**src/rtl/spi_4094_master_if.sv**
```systemverilog
// rtl/spi_4094_master_if.sv - handshake and serial bus bundle for the 4094 chain master
interface spi_4094_master_if #(
   parameter int NUM_BITS = 24
);
   logic                start;
   logic [NUM_BITS-1:0] din;
   logic                busy;
   logic                done;
   logic [NUM_BITS-1:0] dout;
   logic                sclk;
   logic                mosi;
   logic                strobe;
   logic                miso;

   modport master (
      input  start, din, miso,
      output busy, done, dout, sclk, mosi, strobe
   );

   modport slave (
      output start, din, miso,
      input  busy, done, dout, sclk, mosi, strobe
   );
endinterface

```
**src/rtl/spi_4094_master.sv**
```systemverilog
// rtl/spi_4094_master.sv - serialises a word into a daisy-chained 4094 chain, strobes it and reads back QS2
module spi_4094_master #(
   parameter int NUM_BITS      = 24,
   parameter int CLK_DIV       = 10,
   parameter int STROBE_CYCLES = 4
) (
   input logic                 clk,
   input logic                 reset_n,
   spi_4094_master_if.master   bus
);
   localparam int DIV_W = (CLK_DIV > 1)       ? $clog2(CLK_DIV)       : 1;
   localparam int BIT_W = (NUM_BITS > 1)      ? $clog2(NUM_BITS)      : 1;
   localparam int STB_W = (STROBE_CYCLES > 1) ? $clog2(STROBE_CYCLES) : 1;

   localparam logic [DIV_W-1:0] DIV_LAST = DIV_W'(CLK_DIV - 1);
   localparam logic [BIT_W-1:0] BIT_LAST = BIT_W'(NUM_BITS - 1);
   localparam logic [STB_W-1:0] STB_LAST = STB_W'(STROBE_CYCLES - 1);

   typedef enum logic [1:0] {IDLE, LOW, HIGH, STROBE} state_t;

   state_t              state;
   logic [DIV_W-1:0]    div_cnt;
   logic [BIT_W-1:0]    bit_idx;
   logic [STB_W-1:0]    stb_cnt;
   logic [NUM_BITS-1:0] tx_sr;
   logic [NUM_BITS-1:0] rx_sr;
   logic [NUM_BITS-1:0] tx_shl;
   logic [NUM_BITS-1:0] rx_shl;
   logic                sclk_r;
   logic                mosi_r;
   logic                strobe_r;
   logic                busy_r;
   logic                done_r;
   logic [NUM_BITS-1:0] dout_r;

   // Next-bit and readback shift values; written this way so NUM_BITS=1 stays legal
   always_comb begin
      tx_shl    = tx_sr << 1;
      rx_shl    = rx_sr << 1;
      rx_shl[0] = bus.miso;
   end

   // Transfer sequencer: idle -> (low, high) per bit -> strobe -> idle, all outputs registered
   always_ff @(posedge clk) begin
      if (!reset_n) begin
         state    <= IDLE;
         div_cnt  <= '0;
         bit_idx  <= '0;
         stb_cnt  <= '0;
         tx_sr    <= '0;
         rx_sr    <= '0;
         sclk_r   <= 1'b0;
         mosi_r   <= 1'b0;
         strobe_r <= 1'b0;
         busy_r   <= 1'b0;
         done_r   <= 1'b0;
         dout_r   <= '0;
      end else begin
         case (state)
            IDLE: begin
               done_r <= 1'b0;
               if (bus.start) begin
                  tx_sr   <= bus.din;
                  mosi_r  <= bus.din[NUM_BITS-1];
                  busy_r  <= 1'b1;
                  bit_idx <= BIT_LAST;
                  div_cnt <= '0;
                  state   <= LOW;
               end
            end
            LOW: begin
               // QS2 moved on the previous falling sclk edge, so it is settled by the end of LOW
               if (div_cnt == DIV_LAST) begin
                  rx_sr   <= rx_shl;
                  div_cnt <= '0;
                  sclk_r  <= 1'b1;
                  state   <= HIGH;
               end else begin
                  div_cnt <= div_cnt + 1'b1;
               end
            end
            HIGH: begin
               if (div_cnt == DIV_LAST) begin
                  div_cnt <= '0;
                  sclk_r  <= 1'b0;
                  if (bit_idx != '0) begin
                     bit_idx <= bit_idx - 1'b1;
                     tx_sr   <= tx_shl;
                     mosi_r  <= tx_shl[NUM_BITS-1];
                     state   <= LOW;
                  end else begin
                     mosi_r   <= 1'b0;
                     strobe_r <= 1'b1;
                     stb_cnt  <= '0;
                     state    <= STROBE;
                  end
               end else begin
                  div_cnt <= div_cnt + 1'b1;
               end
            end
            STROBE: begin
               if (stb_cnt == STB_LAST) begin
                  strobe_r <= 1'b0;
                  busy_r   <= 1'b0;
                  done_r   <= 1'b1;
                  dout_r   <= rx_sr;
                  state    <= IDLE;
               end else begin
                  stb_cnt <= stb_cnt + 1'b1;
               end
            end
            default: state <= IDLE;
         endcase
      end
   end

   assign bus.sclk   = sclk_r;
   assign bus.mosi   = mosi_r;
   assign bus.strobe = strobe_r;
   assign bus.busy   = busy_r;
   assign bus.done   = done_r;
   assign bus.dout   = dout_r;
endmodule
```
**src/flat_wrapper.sv**
```systemverilog
// flat-port wrapper written by rule: the top's interface ports become plain ports
module spi_4094_master_flat 
#(
   parameter int NUM_BITS      = 24,
   parameter int CLK_DIV       = 10,
   parameter int STROBE_CYCLES = 4
)
  (clk, reset_n, bus_start, bus_din, bus_miso, bus_busy, bus_done, bus_dout, bus_sclk, bus_mosi, bus_strobe);
  spi_4094_master_if #(.NUM_BITS(NUM_BITS)) bus_i ();
  input logic clk;
  input logic reset_n;
  input wire logic [$bits(bus_i.start)-1:0] bus_start;
  input wire logic [$bits(bus_i.din)-1:0] bus_din;
  input wire logic [$bits(bus_i.miso)-1:0] bus_miso;
  output wire logic [$bits(bus_i.busy)-1:0] bus_busy;
  output wire logic [$bits(bus_i.done)-1:0] bus_done;
  output wire logic [$bits(bus_i.dout)-1:0] bus_dout;
  output wire logic [$bits(bus_i.sclk)-1:0] bus_sclk;
  output wire logic [$bits(bus_i.mosi)-1:0] bus_mosi;
  output wire logic [$bits(bus_i.strobe)-1:0] bus_strobe;
  assign bus_i.start = bus_start;
  assign bus_i.din = bus_din;
  assign bus_i.miso = bus_miso;
  assign bus_busy = bus_i.busy;
  assign bus_done = bus_i.done;
  assign bus_dout = bus_i.dout;
  assign bus_sclk = bus_i.sclk;
  assign bus_mosi = bus_i.mosi;
  assign bus_strobe = bus_i.strobe;
  spi_4094_master #(.NUM_BITS(NUM_BITS), .CLK_DIV(CLK_DIV), .STROBE_CYCLES(STROBE_CYCLES)) u_core (.clk(clk), .reset_n(reset_n), .bus(bus_i));
endmodule
```
**config.mk**
```make
export PLATFORM = sky130hd
export DESIGN_NAME = spi_4094_master_flat
export DESIGN_NICKNAME = d
export VERILOG_FILES = /design/src/rtl/spi_4094_master_if.sv /design/src/rtl/spi_4094_master.sv /design/src/flat_wrapper.sv
export SDC_FILE = /design/constraint.sdc
export NUM_CORES = 1
export LEC_CHECK = 0
export ABC_AREA = 1
export CAP_MARGIN = 20
export CORE_ASPECT_RATIO = 0.8
export CORE_MARGIN = 3
export CORE_UTILIZATION = 50
export DETAILED_ROUTE_END_ITERATION = 7
export PLACE_DENSITY = 0.83
export SETUP_SLACK_MARGIN = 0.15
export SYNTH_ARGS = -nofsm -noshare
export SYNTH_HDL_FRONTEND = slang
export SYNTH_SLANG_ARGS = --single-unit
```
**constraint.sdc**
```tcl
create_clock -name clk -period 3.8 [get_ports clk]
set_input_delay 0.57 -clock clk [delete_from_list [all_inputs] [get_ports clk]]
set_output_delay 0.57 -clock clk [all_outputs]
set_load 0.01 [all_outputs]
```
==> impl_metrics.tcl, run 1 <==
set metrics [dict create \
    rsz0062_at_grt "no" \
    hold_viol 0 \
    cts_resized 0 \
    grt_pass1_wl_um 13800 \
    outcome "finished clean" \
    synthArstFlopShare_pct 0 \
    drc 0 \
    cts_root_buf "clkbuf_8" \
    cts_buffers 9 \
    grt_max_degree 68 \
    crit_chain "inv_1, ha_1, buf_4, nor2_1, nor2_4, nand2_4, nor2_4, nand2_1, nand2_1, nor2_1" \
    hp-class "reg -> reg" \
    clk_latency_ns 0.36 \
    syn_area_per_cell_um2 7.17 \
    chipWidth_um 103 \
    hpwl_um 5290 \
    drive_gt1_share_pct 5.21 \
    firstDrtPassIters 4 \
    core-area_mm2 0.00713 \
    grt_pass1_vias 3135 \
    finalCriticalPeriod_ns 2.44 \
    cts_setup_buffers 0 \
    clk_path_buf_depth 2 \
    ys_types 26 \
    grt_usage_pct 19.5 \
    seqCellArea_mm2 0.00178 \
    cts_tree "done" \
    yosys.area.top_type_share_pct 47.0 \
    antenna_found_initial 0 \
    peakVddDrop_v 0.000277 \
    gp_congestion 0.851 \
    synth.most_common_cell "nand2_1" \
    dr_total_vias 3376 \
    power_density_mw_per_mm2 601 \
    tightest_slew_ns 0.989 \
    drtIter0Drc 131 \
    max_stage_delay_ns 0.50 \
    clk_pin_slew_ns 0.08 \
    diodes 0 \
    wl_per_cell_um 11.9 \
    crit_family "simple AND/OR/NAND/NOR gates" \
    syn-num-nets 565 \
    yosys-top-cells-area "dfxtp_1 (47%), nand2_1 (12%), nor2_1 (9.8%)" \
    setup_viol 0 \
    path_max_fanout 27 \
    numClockSinks 89 \
    max_freq_mhz 409 \
    drv_slew 0 \
    leakagePower_nw 1.88 \
    syn_inst 529 \
    synth_area_mm2 0.00379 \
    crit_type "reg -> reg" \
    cp.required_ns 4.06 \
    yosysWarnings 0 \
    synthTopCellsByCount "nand2_1 (119), nor2_1 (99), dfxtp_1 (89)" \
    pin_count 57 \
    dieArea_mm2 0.00867 \
    via_per_inst 4.99 \
    tns_ns 0 \
    pre_cts_slack_ns 1.35 \
    relSlewSlack_pct 33.9 \
    overflow 0 \
    arrival_ns 2.70 \
    die_height_um 83.9 \
    synth_edf_count 0 \
    ys.flop_type "dfxtp_1" \
    multi_input_area_mm2 0.00174 \
    port_buffers 56 \
    seq_area_frac_synth_pct 47.0 \
    utilization_pct 63.6 \
    area_growth_pct 19.5 \
    cts_hold_buf 0 \
    num_rows 27 \
    crit_slowest_cell "ha_1" \
    dp_cells 662 \
    nets 608 \
    fin_worst_skew_ns 0.0122 \
    detail-route-antenna-nets 0 \
    startpoint_type "flip-flop" \
    fin_crit_sh_pct 64.3 \
    critPathBufInv 2 \
    wl_um 8070 \
    setup_slack_ns 1.36 \
    start_util_pct 53.2 \
    stdcell_count 677 \
    fill_cells 635 \
    critPathCaptureType "flip-flop" \
    ys_ff_latch 89 \
    yosys.area.top_type "dfxtp_1" \
    maxCapViolCount 0 \
    htreeDepth 3 \
]
layout make-up:
type	count	area share (%)
flip-flops and latches	89	39.3
multi-input cells	377	38.3
repair buffers	61	13.1
inverters	34	2.82
well taps	101	2.79
clock buffers	9	2.73
clock inverters	6	0.966
flip-flops by register name, summed over array words and instances (netlist names):
signal / cells
u_core.bit_idx: 5
u_core.bus.busy: 1
u_core.bus.done: 1
u_core.bus.dout: 24
u_core.bus.mosi: 1
u_core.bus.sclk: 1
u_core.bus.strobe: 1
u_core.div_cnt: 4
u_core.rx_sr: 24
u_core.state: 2
u_core.stb_cnt: 2
u_core.tx_sr: 23
worst min-delay path: stages (launching register included):
cell and delay [ns]:
dfxtp_1 0.32, inv_1 0.05, a21oi_1 0.05
metrics by stage:
stage | area (µm²) | power [mW] | hold slack (ns)
detailed placement | 4360 | 2.17 | 0.452
finish | 4530 | 2.72 | 0.464
floorplan | 3790 | 1.98 | 0.437
global placement | 4360 | 2.12 | 0.439
global route | 4530 | 2.95 | 0.497
CTS | 4530 | 2.75 | 0.465
kinds of logic (layout without fill, tap and decap cells):
family          after synthesis  after routing  synth area share (%)
simple gates                256            256                  27.7
xor+xnor                      3              3                 0.693
fa+ha+maj                     8              8                  2.64
buf+inv                      63            110                  7.23
compound gates              110            110                  14.8
flops                        89             89                  47.0
where the power goes:
part / switching [mW] / total [mW] / internal (mW) / leakage, nW
clock network: 0.334 / 0.572 / 0.238 / 0.0911
registers: 0.113 / 1.23 / 1.12 / 0.725
logic: 0.603 / 0.920 / 0.317 / 1.06
path summary, 6_finish.rpt:
kind	startpoint	depth (start not counted)	slack, ns	to
max reg2reg	u_core.state[0]	10	1.36	u_core.bit_idx[2]
min reg2reg	u_core.bus.sclk	2	0.46	u_core.bus.sclk
min	u_core.bus.sclk	2	0.46	u_core.bus.sclk
max	u_core.state[0]	10	1.36	u_core.bit_idx[2]
routing by layer:
| metal | up-vias | track usage [%] | part of all wire (%) |
|---|---|---|---|
| met3 | 12 | 7.02 | 5.1 |
| met1 | 1515 | 24.5 | 46 |
| met5 | - | 0 | 0 |
| li1 | 1775 | - | - |
| met2 | 74 | 31.4 | 47 |
| met4 | 0 | 5.41 | 1.2 |
cells in the final DEF, fill, tap and decap left out:
cell             synthesis  final
nand2_1                119    119
nor2_1                  99     99
dfxtp_1                 89     89
clkdlybuf4s50_1          0     55
a21oi_1                 45     45
o21ai_0                 45     45
inv_1                   33     33
nand3_1                 24     24
o21ai_1                 17     17
clkbuf_8                 0      9
ha_1                     8      8
buf_4                    2      5
nand4_1                  4      4
xor2_1                   3      3
clkinv_2                 0      3
nand2_2                  2      2
nor3_1                   2      2
nor2_4                   2      2
o21a_1                   2      2
nand3_4                  1      1
inv_2                    1      1
nand2_4                  1      1
nor2b_1                  1      1
or2_2                    1      1
o21ai_2                  1      1
inv_6                    0      1
inv_8                    0      1
clkinv_4                 0      1
buf_2                   12      1
(Power assumes the default switching activity.)
==> run 2, diff against run 1 <==
--- a/config.mk
+++ b/config.mk
@@ -9,7 +9,7 @@
 export CAP_MARGIN = 20
 export CORE_ASPECT_RATIO = 0.8
 export CORE_MARGIN = 3
-export CORE_UTILIZATION = 50
+export CORE_UTILIZATION = 48
 export DETAILED_ROUTE_END_ITERATION = 7
 export PLACE_DENSITY = 0.83
 export SETUP_SLACK_MARGIN = 0.15
==> constraint.sdc (replaced) <==
create_clock -name clk -period 2.1 [get_ports clk]
set_input_delay 0.315 -clock clk [delete_from_list [all_inputs] [get_ports clk]]
set_output_delay 0.315 -clock clk [all_outputs]
set_load 0.01 [all_outputs]
==> impl_metrics.tcl, run 2 (synthesis results as in run 1) <==
set metrics [dict create \
    grt_pass1_vias 3189 \
    clk_latency_ns 0.36 \
    num_rows 28 \
    antenna_found_initial 0 \
    rsz0062_at_grt "no" \
    wl_per_cell_um 12.3 \
    arrival_ns 2.07 \
    core-area_mm2 0.00753 \
    maxCapViolCount 0 \
    clk_pin_slew_ns 0.09 \
    firstDrtPassIters 5 \
    wl_um 8540 \
    ff2ff_setup_slack_ns 0.28 \
    crit_type "reg -> reg" \
    relSlewSlack_pct 58.6 \
    critPathBufInv 1 \
    overflow 0 \
    hpwl_um 5580 \
    hold_viol 0 \
    setup_viol 0 \
    die_height_um 85.5 \
    pin_count 57 \
    startpoint_type "flip-flop" \
    numClockSinks 89 \
    diodes 0 \
    crit_family "simple AND/OR/NAND/NOR gates" \
    critPathCaptureType "flip-flop" \
    cts_buffers 9 \
    htreeDepth 3 \
    via_per_inst 5.01 \
    power_density_mw_per_mm2 1160 \
    cts_root_buf "clkbuf_8" \
    drc 0 \
    peakVddDrop_v 0.000492 \
    grt_pass1_wl_um 14200 \
    drtIter0Drc 106 \
    nets 618 \
    cts_hold_buf 0 \
    comb_power_share_pct 34.3 \
    fin_worst_skew_ns 0.0110 \
    area_growth_pct 24.0 \
    p_switching_mw 1.99 \
    fill_cells 657 \
    grt_usage_pct 19.1 \
    finalCriticalPeriod_ns 1.82 \
    max_stage_delay_ns 0.44 \
    cts_tree "done" \
    chipWidth_um 105 \
    dr_total_vias 3470 \
    drive_gt1_share_pct 7.33 \
    seq_power_share_pct 41.0 \
    max_freq_mhz 549 \
    outcome "finished clean" \
    holdWs_ns 0.445 \
    detail-route-antenna-nets 0 \
    leakagePower_nw 1.95 \
    clkPwrFrac_pct 24.6 \
    dp_cells 672 \
    drv_slew 0 \
    tightest_slew_ns 0.621 \
    power.internal_mw 3.45 \
    crit_chain "ha_2, inv_1, nand2_1, nand2_1, a21oi_2, nand2_2, nor2_1, nor2_1" \
    grt_max_degree 37 \
    swShare_pct 36.6 \
    port_buffers 56 \
    dieArea_mm2 0.00901 \
    gp_congestion 0.903 \
    tns_ns 0 \
    final_cell_mix "nand2_1 (119), nor2_1 (99), dfxtp_1 (89)" \
    fin_crit_sh_pct 86.8 \
    layout_commonest_cell "nand2_1" \
    path_max_fanout 12 \
    start_util_pct 50.3 \
    clk_path_buf_depth 2 \
    stdcell_count 692 \
    crit_slowest_cell "dfxtp_1" \
    hp-class "in -> reg" \
    cp.required_ns 2.35 \
]
-- run 2: worst paths after layout --
kind	from	depth (start not counted)	end
worst max-delay path	u_core.state[1]	8	u_core.tx_sr[14]
worst min-delay path	reset_n	3	u_core.div_cnt[3]
worst max register to register	u_core.state[1]	8	u_core.tx_sr[14]
worst min register to register	u_core.rx_sr[23]	2	u_core.rx_sr[23]
-- run 2: area by class of cell --
class                      count  area (µm²)  share of cell area (%)
sequential                    89        1780                    37.9
multi-input combinational    378        1750                    37.3
timing repair buffer          70         673                    14.3
clock buffer                  10         138                    2.93
tap                          105         131                    2.79
inverter                      34         128                    2.71
clock inverter                 6        96.3                    2.05
-- run 2: metal layers --
metal / share of wire, % / routed length [µm] / global-route usage (%) / up-vias
li1: - / - / - / 1796
met1: 46 / 3920 / 23.6 / 1566
met2: 47 / 3980 / 32.5 / 95
met3: 6.3 / 534 / 4.82 / 13
met4: 1.2 / 106 / 6.79 / 0
met5: 0 / 0 / 0 / -
-- run 2: power groups by stage --
stage                     clock (mW)  combinational (mW)  sequential (mW)
final                           1.34                1.87             2.23
after global routing            1.44                2.12             2.26
after CTS                       1.38                1.75             2.23
after detailed placement           0                1.73             2.26
after global placement             0                1.67             2.25
after floorplan                    0                1.37             2.22
-- run 2: worst register-to-register path, stage by stage, from the launching register on --
cell	delay (ns)
dfxtp_1	0.44
ha_2	0.31
inv_1	0.11
nand2_1	0.10
nand2_1	0.07
a21oi_2	0.26
nand2_2	0.24
nor2_1	0.14
nor2_1	0.06
-- run 2: repair_timing --
action / 4_1_cts / 5_1_grt
hold endpoints to repair: 0 / 0
setup buffers: 0 / 3
pin swaps: 0 / 2
gates resized for setup: 1 / 3
gates cloned: 0 / 1
endpoints found under the setup margin: 3 / 28
-- run 2: stage by stage --
step	utilization [%]	power, mW	setup slack, ns	instance area, µm²
floorplan	-	3.59	0.550	3790
finish	62.4	5.44	0.277	4700
global placement	58.8	3.92	0.182	4430
detailed placement	58.8	3.99	0.111	4430
CTS	61.9	5.35	0.191	4670
global route	62.4	5.83	0.151	4700
